File: src/rtl/product_accumulator_if.sv
// ---------------------------------------------------------------------------
// product_accumulator_if
//   Bundles the product-side and result-side handshakes of the
//   product_accumulator stage.
//   Parameters:
//     PW - product width, AW - accumulator width
//   Signals:
//     clear        synchronous abort of the current block (master -> slave)
//     in_valid     product/prod_signed are valid         (master -> slave)
//     in_ready     stage can accept a product            (slave  -> master)
//     product      multiplier result, PW bits            (master -> slave)
//     prod_signed  1: sign-extend product, 0: zero-extend (master -> slave)
//     out_valid    acc_out holds a completed block sum    (slave  -> master)
//     out_ready    consumer takes the result              (master -> slave)
//     acc_out      block sum, AW bits, two's complement   (slave  -> master)
//     overflow     sticky signed overflow of the block    (slave  -> master)
//     count        products accepted in the current block (slave  -> master)
// ---------------------------------------------------------------------------
interface product_accumulator_if #(
  parameter int PW = 16,
  parameter int AW = 24
);
  logic          clear;
  logic          in_valid;
  logic          in_ready;
  logic [PW-1:0] product;
  logic          prod_signed;
  logic          out_valid;
  logic          out_ready;
  logic [AW-1:0] acc_out;
  logic          overflow;
  logic [7:0]    count;

  modport master (
    output clear, in_valid, product, prod_signed, out_ready,
    input  in_ready, out_valid, acc_out, overflow, count
  );

  modport slave (
    input  clear, in_valid, product, prod_signed, out_ready,
    output in_ready, out_valid, acc_out, overflow, count
  );
endinterface

File: src/rtl/product_accumulator.sv
// ---------------------------------------------------------------------------
// product_accumulator
//   Sums blocks of N multiplier products into a wide two's-complement
//   accumulator and presents each block sum on a registered valid/ready
//   output. Each product is sign- or zero-extended as selected by
//   prod_signed. A sticky flag records signed overflow within the block;
//   the accumulator itself wraps.
//   Parameters:
//     PW - product width, AW - accumulator width (AW > PW),
//     N  - products per block (1..255)
//   Ports:
//     clk  - rising-edge clock
//     rst  - asynchronous active-high reset
//     bus  - slave side of product_accumulator_if (handshakes, clear,
//            product input, block result, overflow, count)
// ---------------------------------------------------------------------------
module product_accumulator #(
  parameter int PW = 16,
  parameter int AW = 24,
  parameter int N  = 4
) (
  input  logic                  clk,
  input  logic                  rst,
  product_accumulator_if.slave  bus
);

  typedef enum logic {
    ACC  = 1'b0,
    DONE = 1'b1
  } state_t;

  localparam logic [7:0] BLOCK_LEN = 8'(N);

  state_t        state_q, state_d;
  logic [AW-1:0] acc_q, acc_d;
  logic [7:0]    count_q, count_d;
  logic          overflow_q, overflow_d;

  logic [AW-1:0] ext;
  logic [AW:0]   sum;
  logic          add_ovf;

  // Extend the product, then add with one guard bit: when the guard bit and
  // the AW-bit sign disagree, both operands had equal signs and the
  // truncated result flipped sign.
  always_comb begin
    ext     = bus.prod_signed ? {{(AW-PW){bus.product[PW-1]}}, bus.product}
                              : {{(AW-PW){1'b0}}, bus.product};
    sum     = {acc_q[AW-1], acc_q} + {ext[AW-1], ext};
    add_ovf = sum[AW] ^ sum[AW-1];
  end

  // Next-state logic. clear outranks everything else, including an output
  // handshake in the same cycle, which leaves the same zeroed ACC state.
  // A product is consumed only in ACC; the accept that completes the block
  // moves to DONE, where the result holds until the consumer takes it.
  always_comb begin
    state_d    = state_q;
    acc_d      = acc_q;
    count_d    = count_q;
    overflow_d = overflow_q;
    if (bus.clear) begin
      state_d    = ACC;
      acc_d      = '0;
      count_d    = '0;
      overflow_d = 1'b0;
    end else begin
      case (state_q)
        ACC: begin
          if (bus.in_valid) begin
            acc_d      = sum[AW-1:0];
            count_d    = count_q + 8'd1;
            overflow_d = overflow_q | add_ovf;
            if (count_d == BLOCK_LEN) begin
              state_d = DONE;
            end
          end
        end
        DONE: begin
          if (bus.out_ready) begin
            state_d    = ACC;
            acc_d      = '0;
            count_d    = '0;
            overflow_d = 1'b0;
          end
        end
        default: state_d = ACC;
      endcase
    end
  end

  // State registers; reset discards any partial block immediately.
  always_ff @(posedge clk or posedge rst) begin
    if (rst) begin
      state_q    <= ACC;
      acc_q      <= '0;
      count_q    <= '0;
      overflow_q <= 1'b0;
    end else begin
      state_q    <= state_d;
      acc_q      <= acc_d;
      count_q    <= count_d;
      overflow_q <= overflow_d;
    end
  end

  // Outputs come only from registers or the state decode.
  always_comb begin
    bus.in_ready  = (state_q == ACC);
    bus.out_valid = (state_q == DONE);
    bus.acc_out   = acc_q;
    bus.overflow  = overflow_q;
    bus.count     = count_q;
  end

endmodule

File: src/flat_wrapper.sv
// flat-port wrapper written by rule: the top's interface ports become plain ports
module product_accumulator_flat 
#(
  parameter int PW = 16,
  parameter int AW = 24,
  parameter int N  = 4
)
  (clk, rst, bus_clear, bus_in_valid, bus_product, bus_prod_signed, bus_out_ready, bus_in_ready, bus_out_valid, bus_acc_out, bus_overflow, bus_count);
  product_accumulator_if #(.PW(PW), .AW(AW)) bus_i ();
  input  logic clk;
  input  logic rst;
  input wire logic [$bits(bus_i.clear)-1:0] bus_clear;
  input wire logic [$bits(bus_i.in_valid)-1:0] bus_in_valid;
  input wire logic [$bits(bus_i.product)-1:0] bus_product;
  input wire logic [$bits(bus_i.prod_signed)-1:0] bus_prod_signed;
  input wire logic [$bits(bus_i.out_ready)-1:0] bus_out_ready;
  output wire logic [$bits(bus_i.in_ready)-1:0] bus_in_ready;
  output wire logic [$bits(bus_i.out_valid)-1:0] bus_out_valid;
  output wire logic [$bits(bus_i.acc_out)-1:0] bus_acc_out;
  output wire logic [$bits(bus_i.overflow)-1:0] bus_overflow;
  output wire logic [$bits(bus_i.count)-1:0] bus_count;
  assign bus_i.clear = bus_clear;
  assign bus_i.in_valid = bus_in_valid;
  assign bus_i.product = bus_product;
  assign bus_i.prod_signed = bus_prod_signed;
  assign bus_i.out_ready = bus_out_ready;
  assign bus_in_ready = bus_i.in_ready;
  assign bus_out_valid = bus_i.out_valid;
  assign bus_acc_out = bus_i.acc_out;
  assign bus_overflow = bus_i.overflow;
  assign bus_count = bus_i.count;
  product_accumulator #(.PW(PW), .AW(AW), .N(N)) u_core (.clk(clk), .rst(rst), .bus(bus_i));
endmodule
File: config.mk
export PLATFORM = sky130hd
export DESIGN_NAME = product_accumulator_flat
export DESIGN_NICKNAME = d
export VERILOG_FILES = /design/src/rtl/product_accumulator_if.sv /design/src/rtl/product_accumulator.sv /design/src/flat_wrapper.sv
export SDC_FILE = /design/constraint.sdc
export NUM_CORES = 1
export LEC_CHECK = 0
export CELL_PAD_IN_SITES_DETAIL_PLACEMENT = 0
export CELL_PAD_IN_SITES_GLOBAL_PLACEMENT = 1
export CORE_ASPECT_RATIO = 1.1
export CORE_UTILIZATION = 38
export DETAILED_ROUTE_END_ITERATION = 7
export GPL_ROUTABILITY_DRIVEN = 0
export GPL_TIMING_DRIVEN = 0
export PLACE_DENSITY_LB_ADDON = 0.15
export SLEW_MARGIN = 0
export SYNTH_ARGS = -nofsm -noshare
export SYNTH_HDL_FRONTEND = slang
export SYNTH_SLANG_ARGS = --single-unit
export TNS_END_PERCENT = 10
File: constraint.sdc
create_clock -name clk -period 3.6 [get_ports clk]
set_input_delay 0.36 -clock clk [delete_from_list [all_inputs] [get_ports clk]]
set_output_delay 0.36 -clock clk [all_outputs]
set_load 0.03 [all_outputs]
==> results of run 1 <==
-- state kept, by name (all words and copies together) (netlist names) --
register and flops:
u_core.bus.count 8, u_core.bus.overflow 1, u_core.bus.out_valid 1, u_core.bus.acc_out 24
-- through the flow --
step                      total power [W]  std cells  area, um^2  setup WS, ps
after global placement            0.00119        456        3350           514
after global routing              0.00174        464        3490           665
after floorplan                  0.000976        318        2690           907
final                             0.00163        464        3490           833
after CTS                         0.00165        464        3490           814
after detailed placement          0.00119        456        3350           504
-- placed cells by master, fill, tap and decap left out, types with 3 or more instances in the layout --
master and n:
a211oi_1 5, a21o_1 6, a21oi_1 22, a22o_1 4, a31oi_1 3, and3_1 7
clkbuf_1 12, clkbuf_8 6, clkdlybuf4s50_1 56, dfrtp_1 34, ha_1 21, inv_1 6
mux2i_1 4, nand2_1 45, nand3_1 14, nor2_1 19, nor2b_1 3, nor3_1 3
nor4_1 3, o211ai_1 6, o21a_1 4, o21ai_0 30, o21ai_1 6, o21bai_1 3
or3_1 3, xnor2_1 11, xor2_1 8
-- synthesized netlist by cell type, drive strengths merged, types with 3 or more instances --
cell	n
or3	3
nand2	45
inv	8
a21oi	24
o21ai	38
nor3	4
xor2	8
o21a	4
nor4	4
nand3	14
a21o	7
o21bai	4
mux2i	4
and3	7
nor2b	3
a31oi	4
ha	21
o211ai	7
dfrtp	34
a211oi	6
nor2	19
a22o	4
clkbuf	12
xnor2	11
-- final cells by class --
type	instances	share of cell area, %
multi-input combinational	262	50.2
sequential	34	24.3
timing repair buffer	56	16.0
tap	82	2.94
clock buffer	6	2.36
clock inverter	2	1.72
buffer	14	1.58
inverter	8	0.859
-- worst register-to-register path: cells and delay by family (launching register included) --
family	cells	cell delay (ps)
adders and majority gates	2	690
muxes	1	260
AOI/OAI and AO/OA	6	1110
DFF	1	410
and+or+nand+nor	1	150
-- routing by layer --
metal | GRT usage [%] | part of all wire, %
met5 | 0 | 0
met4 | 5.41 | 0.85
met3 | 4.06 | 3.7
met2 | 30.4 | 47
met1 | 27.3 | 48
-- power by group --
group          internal, W  switching [W]  total, W
Clock             0.000296       0.000150  0.000445
Combinational     0.000300       0.000401  0.000701
Sequential        0.000430      0.0000547  0.000485
Total              0.00103       0.000606   0.00163
-- worst max path at each step --
stage | from | to | slack [ps] | depth (start not counted)
3_5_place_dp | bus_product[0] | u_core.bus.acc_out[20]$_DFFE_PP0P_ | 500 | 11
6_report | bus_product[0] | u_core.bus.acc_out[20]$_DFFE_PP0P_ | 830 | 11
2_1_floorplan | u_core.bus.acc_out[0]$_DFFE_PP0P_ | u_core.bus.acc_out[20]$_DFFE_PP0P_ | 910 | 10
4_1_cts | bus_product[0] | u_core.bus.acc_out[20]$_DFFE_PP0P_ | 810 | 11
5_1_grt | bus_product[0] | u_core.bus.acc_out[20]$_DFFE_PP0P_ | 670 | 11
3_3_place_gp | bus_product[0] | u_core.bus.acc_out[20]$_DFFE_PP0P_ | 510 | 11
-- kinds of logic (layout without fill, tap and decap cells) --
| group | count (synthesis) | count (layout) |
|---|---|---|
| xor gates and xnor gates | 19 | 19 |
| muxes | 4 | 4 |
| adders and majority gates | 22 | 22 |
| buffers and inverters | 22 | 86 |
| AOI/OAI and AO/OA | 111 | 111 |
| DFF | 34 | 34 |
| and+or+nand+nor | 106 | 106 |
==> flow_summary_export.csv, run 1 <==
group,metric,value,unit
timing,whs,508,ps
synth,synth_simple_gate_area_share,18.7,%
die,die_h,90.2,um
timing,setup_viol,0,
synth,ys.flop_type,"dfrtp_1",
synth,yosys.cell_types.count,56,
clocking,cts-root-buf,"clkbuf_8",
timing,finalCritPeriodShare,76.9,%
detailed_routing,postRouteAntennaNets,0,
setup_path,r2r_cells,10,
clocking,cts_buffer_depth,2,
setup_path,critical-path-max-stage-delay,440,ps
setup_path,cp_max_fo,4,
clocking,hold_buffers,0,
clocking,cts_made_buffers,5,
setup_path,end_kind,"flop",
global_route,grt_pass1_vias,2376,
synth,synth_area_leaders,"dfrtp_1 32%, ha_1 9.8%, nand2_1 6.3%",
status,status,"finished clean",
detailed_routing,routedWlPerCell,14.3,um
synth,syn_nets,362,
global_route,track_usage,19.7,%
clocking,clock_latency,290,ps
setup_path,rr_endpoint,"u_core.bus.acc_out[20]$_DFFE_PP0P_",
global_route,antenna_found_initial,0,
setup_path,cp.arrival,2950,ps
setup_path,rrSetupSlack,880,ps
detailed_routing,viasPerCell,5.39,
synth,yosysWarnings,0,
die,start_util,40.1,%
detailed_routing,firstDrtPassIters,4,
global_route,grt_pass1_wl,11.3,mm
place,portBuffers,56,
cells_and_area,diodes,0,
synth,ys_seq_area_share,31.6,%
timing,tns,0,ps
cells_and_area,nets,425,
global_route,grt_start_max_net_pins,35,
cells_and_area,seqCellArea,851,um^2
run,cap_violations,0,
setup_path,worstSetupPathType,"input port to flop",
clocking,path_clk_slew,80,ps
detailed_routing,drc_errors,0,
detailed_routing,vias,2502,
place,hpwl,4.93,mm
timing,rsz0062_at_grt,"no",
synth,synth_compound_area_share,28.3,%
synth,avgSynthCellArea,8.46,um^2
synth,yosys.area_share.xor_xnor,6.19,%
timing,hold_viol_final,0,
setup_path,crit_chain,"clkdlybuf4s50_1 -> ha_1 -> fa_1 -> a211oi_2 -> o21bai_2 -> o21ai_4 -> o211ai_4 -> a31oi_4 -> mux2i_1 -> o211ai_1 -> nor2b_1",
detailed_routing,drt_iter0_drc,179,
synth,synth_mux_area_share,1.49,%
min_path,hp-class,"input port to async pin",
die,dieArea,7420,um^2
synth,synth_edf_count,0,
synth,synth_top_family_by_area,"compound AO/OA/AOI/OAI gates",
setup_path,worst_path_max_delay_cell,"fa_1",
pwr,peakVddDrop,0.262,mV
pwr,leakage,1.49,nW
timing,min_period,2770,ps
die,rows,31,
clocking,cts_tree,"built",
die,die_w,82.2,um
clocking,cts_resized,0,
global_route,grt_overflow_total,0,
synth,netlist.area_leader.share,31.6,%
synth,yosys_register_bits,34,
setup_path,start_kind,"input port",
synth,netlist_instances,318,
timing,fmax,361,MHz
setup_path,crit_family,"compound AO/OA/AOI/OAI gates",
synth,yosysTopAreaCell,"dfrtp_1",
setup_path,cp.required,3790,ps
timing,max_slew.worst_pin.slew,735,ps
timing,slew_viol_final,0,
cells_and_area,multi_input_area,1750,um^2
cells_and_area,fillCellCount,654,
die,ios,57,
setup_path,r2r-start,"u_core.bus.acc_out[0]$_DFFE_PP0P_",
timing,slew_headroom,50.9,%
cells_and_area,drive_above_1_share,7.07,%
pwr,p_per_area,467,nW/um^2
synth,synthArstFlopShare,100,%
cells_and_area,synthToLayoutAreaGrowth,30.0,%
timing,skew,11.2,ps
clocking,cts_max_level,2,
cells_and_area,utilization,52.1,%
clocking,clock-sinks,34,
clocking,cts_setup_buffers,0,
synth,synthAdderAreaFrac,10.5,%
setup_path,crit_buf_inv,1,
detailed_routing,wl,6.62,mm
die,core,6710,um^2
synth,synthesis.area,2690,um^2
Note: power is estimated with default switching activity, not from simulation.
==> run 2, diff against run 1 <==
==> constraint.sdc (replaced) <==
create_clock -name clk -period 2.8 [get_ports clk]
set_input_delay 0.28 -clock clk [delete_from_list [all_inputs] [get_ports clk]]
set_output_delay 0.28 -clock clk [all_outputs]
set_load 0.03 [all_outputs]
==> flow_summary_export.csv, run 2 (synthesis results as in run 1) <==
group,metric,value,unit
detailed_routing,vias,2502,
timing,rsz0062_at_grt,"no",
die,ios,57,
clocking,cts_buffer_depth,2,
cells_and_area,largest_reg_flops,24,
die,dieArea,7420,um^2
clocking,clock_latency,290,ps
timing,slew_viol_final,0,
detailed_routing,viasPerCell,5.39,
timing,fmax,382,MHz
setup_path,end_kind,"flop",
detailed_routing,routedWlPerCell,14.3,um
place,hpwl,4.93,mm
timing,hold_viol_final,0,
cells_and_area,synthToLayoutAreaGrowth,30.2,%
clocking,path_clk_slew,80,ps
timing,whs,428,ps
timing,setup_ws,183,ps
pwr,peakVddDrop,0.337,mV
detailed_routing,postRouteAntennaNets,0,
setup_path,cp.required,2990,ps
detailed_routing,firstDrtPassIters,4,
setup_path,crit_chain,"ha_1 -> fa_2 -> a211oi_2 -> o21bai_2 -> o21ai_4 -> o211ai_4 -> a31oi_4 -> mux2i_2 -> o211ai_1 -> nor2b_1",
timing,finalCritPeriodShare,93.5,%
clocking,cts_setup_buffers,0,
global_route,track_usage,19.7,%
die,die_w,82.2,um
cells_and_area,utilization,52.2,%
pwr,pwr-share-comb,43.1,%
setup_path,rr_endpoint,"u_core.bus.acc_out[20]$_DFFE_PP0P_",
pwr,p_sw,0.000781,W
die,core,6710,um^2
clocking,cts_made_buffers,5,
setup_path,cp_max_fo,4,
setup_path,crit_family,"compound AO/OA/AOI/OAI gates",
global_route,grt_overflow_total,0,
global_route,antenna_found_initial,0,
pwr,clock_power_share,27.3,%
setup_path,start_kind,"flop",
detailed_routing,wl,6.63,mm
clocking,clock-sinks,34,
die,die_h,90.2,um
pwr,leakage,1.48,nW
pwr,p_per_area,600,nW/um^2
setup_path,worst_path_max_delay_cell,"dfrtp_1",
cells_and_area,layout_commonest_cell,"clkdlybuf4s50_1",
pwr,power_frac_seq,29.7,%
pwr,p_int,0.00132,W
timing,tns,0,ps
global_route,grt_start_max_net_pins,35,
status,status,"finished clean",
setup_path,critical-path-max-stage-delay,410,ps
timing,min_period,2620,ps
pwr,power.total,0.00210,W
run,cap_violations,0,
cells_and_area,nets,425,
timing,skew,11.4,ps
cells_and_area,diodes,0,
cells_and_area,layout_common_cells,"56 x clkdlybuf4s50_1, 45 x nand2_1, 34 x dfrtp_1, 30 x o21ai_0, 22 x a21oi_1",
clocking,cts_tree,"built",
die,start_util,40.1,%
detailed_routing,drc_errors,0,
clocking,cts_resized,0,
setup_path,r2r_cells,10,
setup_path,rrSetupSlack,180,ps
place,portBuffers,56,
min_path,hp-class,"input port to async pin",
clocking,hold_buffers,0,
setup_path,crit_buf_inv,0,
die,rows,31,
global_route,grt_pass1_vias,2376,
detailed_routing,drt_iter0_drc,173,
timing,setup_viol,0,
setup_path,r2r-start,"u_core.bus.acc_out[0]$_DFFE_PP0P_",
timing,max_slew.worst_pin.slew,736,ps
clocking,cts-root-buf,"clkbuf_8",
pwr,switching_share,37.2,%
cells_and_area,drive_above_1_share,7.59,%
timing,slew_headroom,50.8,%
setup_path,cp.arrival,2800,ps
clocking,cts_max_level,2,
setup_path,worstSetupPathType,"flop to flop",
global_route,grt_pass1_wl,11.3,mm
place,dp_slack,-216,ps
run 2: power by group through the flow:
stage | clock (W) | combinational (W) | sequential [W]
after floorplan | 0 | 0.000512 | 0.000743
after global placement | 0 | 0.000898 | 0.000632
after detailed placement | 0 | 0.000902 | 0.000634
after CTS | 0.000595 | 0.000908 | 0.000624
after global routing | 0.000611 | 0.000999 | 0.000635
final | 0.000573 | 0.000905 | 0.000623
run 2: worst register-to-register path, cell delays in order, from the launching register on:
cell and delay (ps):
dfrtp_1 410, ha_1 260, fa_2 390, a211oi_2 240
o21bai_2 130, o21ai_4 200, o211ai_4 130, a31oi_4 260
mux2i_2 260, o211ai_1 100, nor2b_1 150
run 2: per-layer routing:
metal | vias to the layer above | track usage, % | wire, um
met5 | - | 0 | 0
met4 | 0 | 5.41 | 56
met3 | 4 | 4.06 | 243
met2 | 48 | 30.4 | 3150
met1 | 1162 | 27.3 | 3180
li1 | 1288 | - | -
run 2: worst max path at each step:
stage               slack [ps]  cells after the start                                  to                               from
global route                20                     10  u_core.bus.acc_out[20]$_DFFE_PP0P_  u_core.bus.acc_out[0]$_DFFE_PP0P_
detailed placement        -220                     11  u_core.bus.acc_out[20]$_DFFE_PP0P_                     bus_product[0]
finish                     180                     10  u_core.bus.acc_out[20]$_DFFE_PP0P_  u_core.bus.acc_out[0]$_DFFE_PP0P_
floorplan                  110                     10  u_core.bus.acc_out[20]$_DFFE_PP0P_  u_core.bus.acc_out[0]$_DFFE_PP0P_
CTS                         50                     10  u_core.bus.acc_out[20]$_DFFE_PP0P_  u_core.bus.acc_out[0]$_DFFE_PP0P_
global placement          -210                     11  u_core.bus.acc_out[20]$_DFFE_PP0P_                     bus_product[0]
run 2: per-stage QoR:
stage          std cells  instance area [um^2]
3_3_place_gp         456                  3350
3_5_place_dp         456                  3350
6_report             464                  3500
4_1_cts              464                  3490
2_1_floorplan        318                  2690
5_1_grt              464                  3500
run 2: final cells by class:
cell class | count | area [um^2]
Timing Repair Buffer | 56 | 561
Multi-Input combinational cell | 262 | 1760
Clock inverter | 2 | 60.1
Sequential cell | 34 | 851
Clock buffer | 6 | 82.6
Inverter | 8 | 30.0
Tap cell | 82 | 103
Fill cell | 653 | 3210
Buffer | 14 | 55.1
==> run 3, diff against run 2 <==
--- a/config.mk
+++ b/config.mk
@@ -8,11 +8,12 @@
 export CELL_PAD_IN_SITES_DETAIL_PLACEMENT = 0
 export CELL_PAD_IN_SITES_GLOBAL_PLACEMENT = 1
 export CORE_ASPECT_RATIO = 1.1
-export CORE_UTILIZATION = 38
+export CORE_UTILIZATION = 41
 export DETAILED_ROUTE_END_ITERATION = 7
 export GPL_ROUTABILITY_DRIVEN = 0
 export GPL_TIMING_DRIVEN = 0
 export PLACE_DENSITY_LB_ADDON = 0.15
+export REMOVE_ABC_BUFFERS = 1
 export SLEW_MARGIN = 0
 export SYNTH_ARGS = -nofsm -noshare
 export SYNTH_HDL_FRONTEND = slang
==> constraint.sdc (replaced) <==
create_clock -name clk -period 3.09 [get_ports clk]
set_input_delay 0.309 -clock clk [delete_from_list [all_inputs] [get_ports clk]]
set_output_delay 0.309 -clock clk [all_outputs]
set_load 0.03 [all_outputs]
==> flow_summary_export.csv, run 3 (synthesis results as in run 1) <==
group,metric,value,unit
detailed_routing,vias,2481,
clocking,cts_max_level,2,
global_route,grt_pass1_vias,2353,
die,core,6270,um^2
global_route,use_met1,27.4,%
detailed_routing,wl,6.57,mm
timing,rsz0062_at_grt,"no",
global_route,grt_pass1_wl,11.0,mm
timing,slew_headroom,24.6,%
clocking,path_clk_slew,80,ps
setup_path,crit_start,"u_core.bus.acc_out[0]$_DFFE_PP0P_",
pwr,clock_power_share,27.4,%
cells_and_area,diodes,0,
cells_and_area,synthToLayoutAreaGrowth,27.6,%
pwr,power_frac_seq,31.3,%
setup_path,r2r-start,"u_core.bus.acc_out[0]$_DFFE_PP0P_",
detailed_routing,viasPerCell,5.54,
place,hpwl,4.58,mm
clocking,cts_resized,0,
pwr,p_per_area,549,nW/um^2
global_route,use_met2,33.0,%
place,portBuffers,56,
pwr,leakage,1.46,nW
cells_and_area,seqCellArea,851,um^2
pwr,switching_share,38.1,%
global_route,grt_overflow_total,0,
global_route,antenna_found_initial,0,
run,cap_violations,0,
timing,slew_viol_final,0,
detailed_routing,routedWlPerCell,14.7,um
cells_and_area,fillCellCount,590,
die,die_h,86.9,um
cells_and_area,nets,411,
detailed_routing,firstDrtPassIters,4,
detailed_routing,drc_errors,0,
die,start_util,42.9,%
setup_path,cp-endpoint,"u_core.bus.acc_out[20]$_DFFE_PP0P_",
timing,fmax,363,MHz
timing,setup_viol,0,
global_route,gr-usage-met3,4.19,%
setup_path,cp_max_fo,4,
detailed_routing,postRouteAntennaNets,0,
global_route,track_usage,20.3,%
clocking,clock-sinks,34,
clocking,cts_made_buffers,5,
clocking,cts_setup_buffers,0,
die,ios,57,
timing,skew,12.6,ps
setup_path,cp.arrival,2940,ps
clocking,cts-root-buf,"clkbuf_8",
timing,hold_viol_final,0,
clocking,hold_buffers,0,
timing,tns,0,ps
cells_and_area,drive_above_1_share,6.79,%
timing,whs,452,ps
setup_path,cp.required,3270,ps
detailed_routing,drt_iter0_drc,100,
timing,min_period,2760,ps
timing,finalCritPeriodShare,89.3,%
min_path,hp-class,"input port to async pin",
global_route,busiest_layer,"met2",
die,rows,30,
pwr,p_sw,0.000718,W
clocking,clock_latency,300,ps
pwr,pwr-share-comb,41.3,%
setup_path,rr_endpoint,"u_core.bus.acc_out[20]$_DFFE_PP0P_",
clocking,cts_buffer_depth,2,
pwr,p_int,0.00117,W
setup_path,r2r_cells,10,
die,dieArea,6890,um^2
setup_path,end_kind,"flop",
pwr,peakVddDrop,0.325,mV
cells_and_area,multi_input_area,1750,um^2
setup_path,rrSetupSlack,330,ps
cells_and_area,largest_reg_flops,24,
timing,max_slew.worst_pin.slew,1130,ps
setup_path,worstSetupPathType,"flop to flop",
cells_and_area,layout_common_cells,"56 x clkdlybuf4s50_1, 45 x nand2_1, 34 x dfrtp_1, 30 x o21ai_0, 22 x a21oi_1",
clocking,cts_tree,"built",
setup_path,start_kind,"flop",
die,die_w,79.2,um
status,status,"finished clean",
global_route,grt_start_max_net_pins,35,
cells_and_area,layout_commonest_cell,"clkdlybuf4s50_1",
cells_and_area,utilization,54.8,%
run 3: changes by cell type in the layout (fill, tap and decap cells not counted), sizes merged:
cell | previous run | this run
buf | 2 | 0
clkbuf | 18 | 5
clkinv | 0 | 1
run 3: stage by stage:
step | area, um^2 | setup slack [ps] | instances | power, W
floorplan | 2630 | 397 | 304 | 0.00113
global placement | 3290 | 59.6 | 440 | 0.00137
detailed placement | 3290 | 25.0 | 440 | 0.00138
CTS | 3430 | 319 | 448 | 0.00190
global route | 3430 | 157 | 448 | 0.00201
finish | 3430 | 332 | 448 | 0.00189
run 3: worst min path at each step:
| stage | start | endpoint | depth (start not counted) |
|---|---|---|---|
| after floorplan | bus_clear | u_core.bus.out_valid$_DFF_PP0_ | 1 |
| after global placement | u_core.bus.acc_out[11]$_DFFE_PP0P_ | u_core.bus.acc_out[11]$_DFFE_PP0P_ | 2 |
| after detailed placement | u_core.bus.overflow$_DFFE_PP0P_ | u_core.bus.overflow$_DFFE_PP0P_ | 2 |
| after CTS | rst | u_core.bus.acc_out[5]$_DFFE_PP0P_ | 2 |
| after global routing | rst | u_core.bus.acc_out[2]$_DFFE_PP0P_ | 2 |
| final | rst | u_core.bus.acc_out[5]$_DFFE_PP0P_ | 2 |
run 3: per-layer routing:
metal / wire [um] / vias up
met4: 63 / 0
li1: - / 1252
met5: 0 / -
met3: 258 / 4
met1: 3140 / 1178
met2: 3100 / 47
run 3: cell type report:
class	instances	area share, %
Tap cell	80	2.92
Clock buffer	5	2.01
Multi-Input combinational cell	262	51.1
Sequential cell	34	24.8
Timing Repair Buffer	56	16.3
Clock inverter	3	2.01
Inverter	8	0.875
run 3: critical path: stages, from the launching register on:
cell,delay [ps]
dfrtp_1,410
ha_1,250
fa_1,440
a211oi_2,250
o21bai_2,130
o21ai_4,220
o211ai_4,130
a31oi_4,280
mux2i_1,260
o211ai_1,90
nor2b_1,170
run 3: power by group through the flow:
stage	registers (W)	logic [W]	clock network, W
finish	0.000590	0.000779	0.000517
global route	0.000604	0.000858	0.000545
CTS	0.000590	0.000783	0.000525
detailed placement	0.000597	0.000778	0
global placement	0.000597	0.000770	0
floorplan	0.000691	0.000436	0
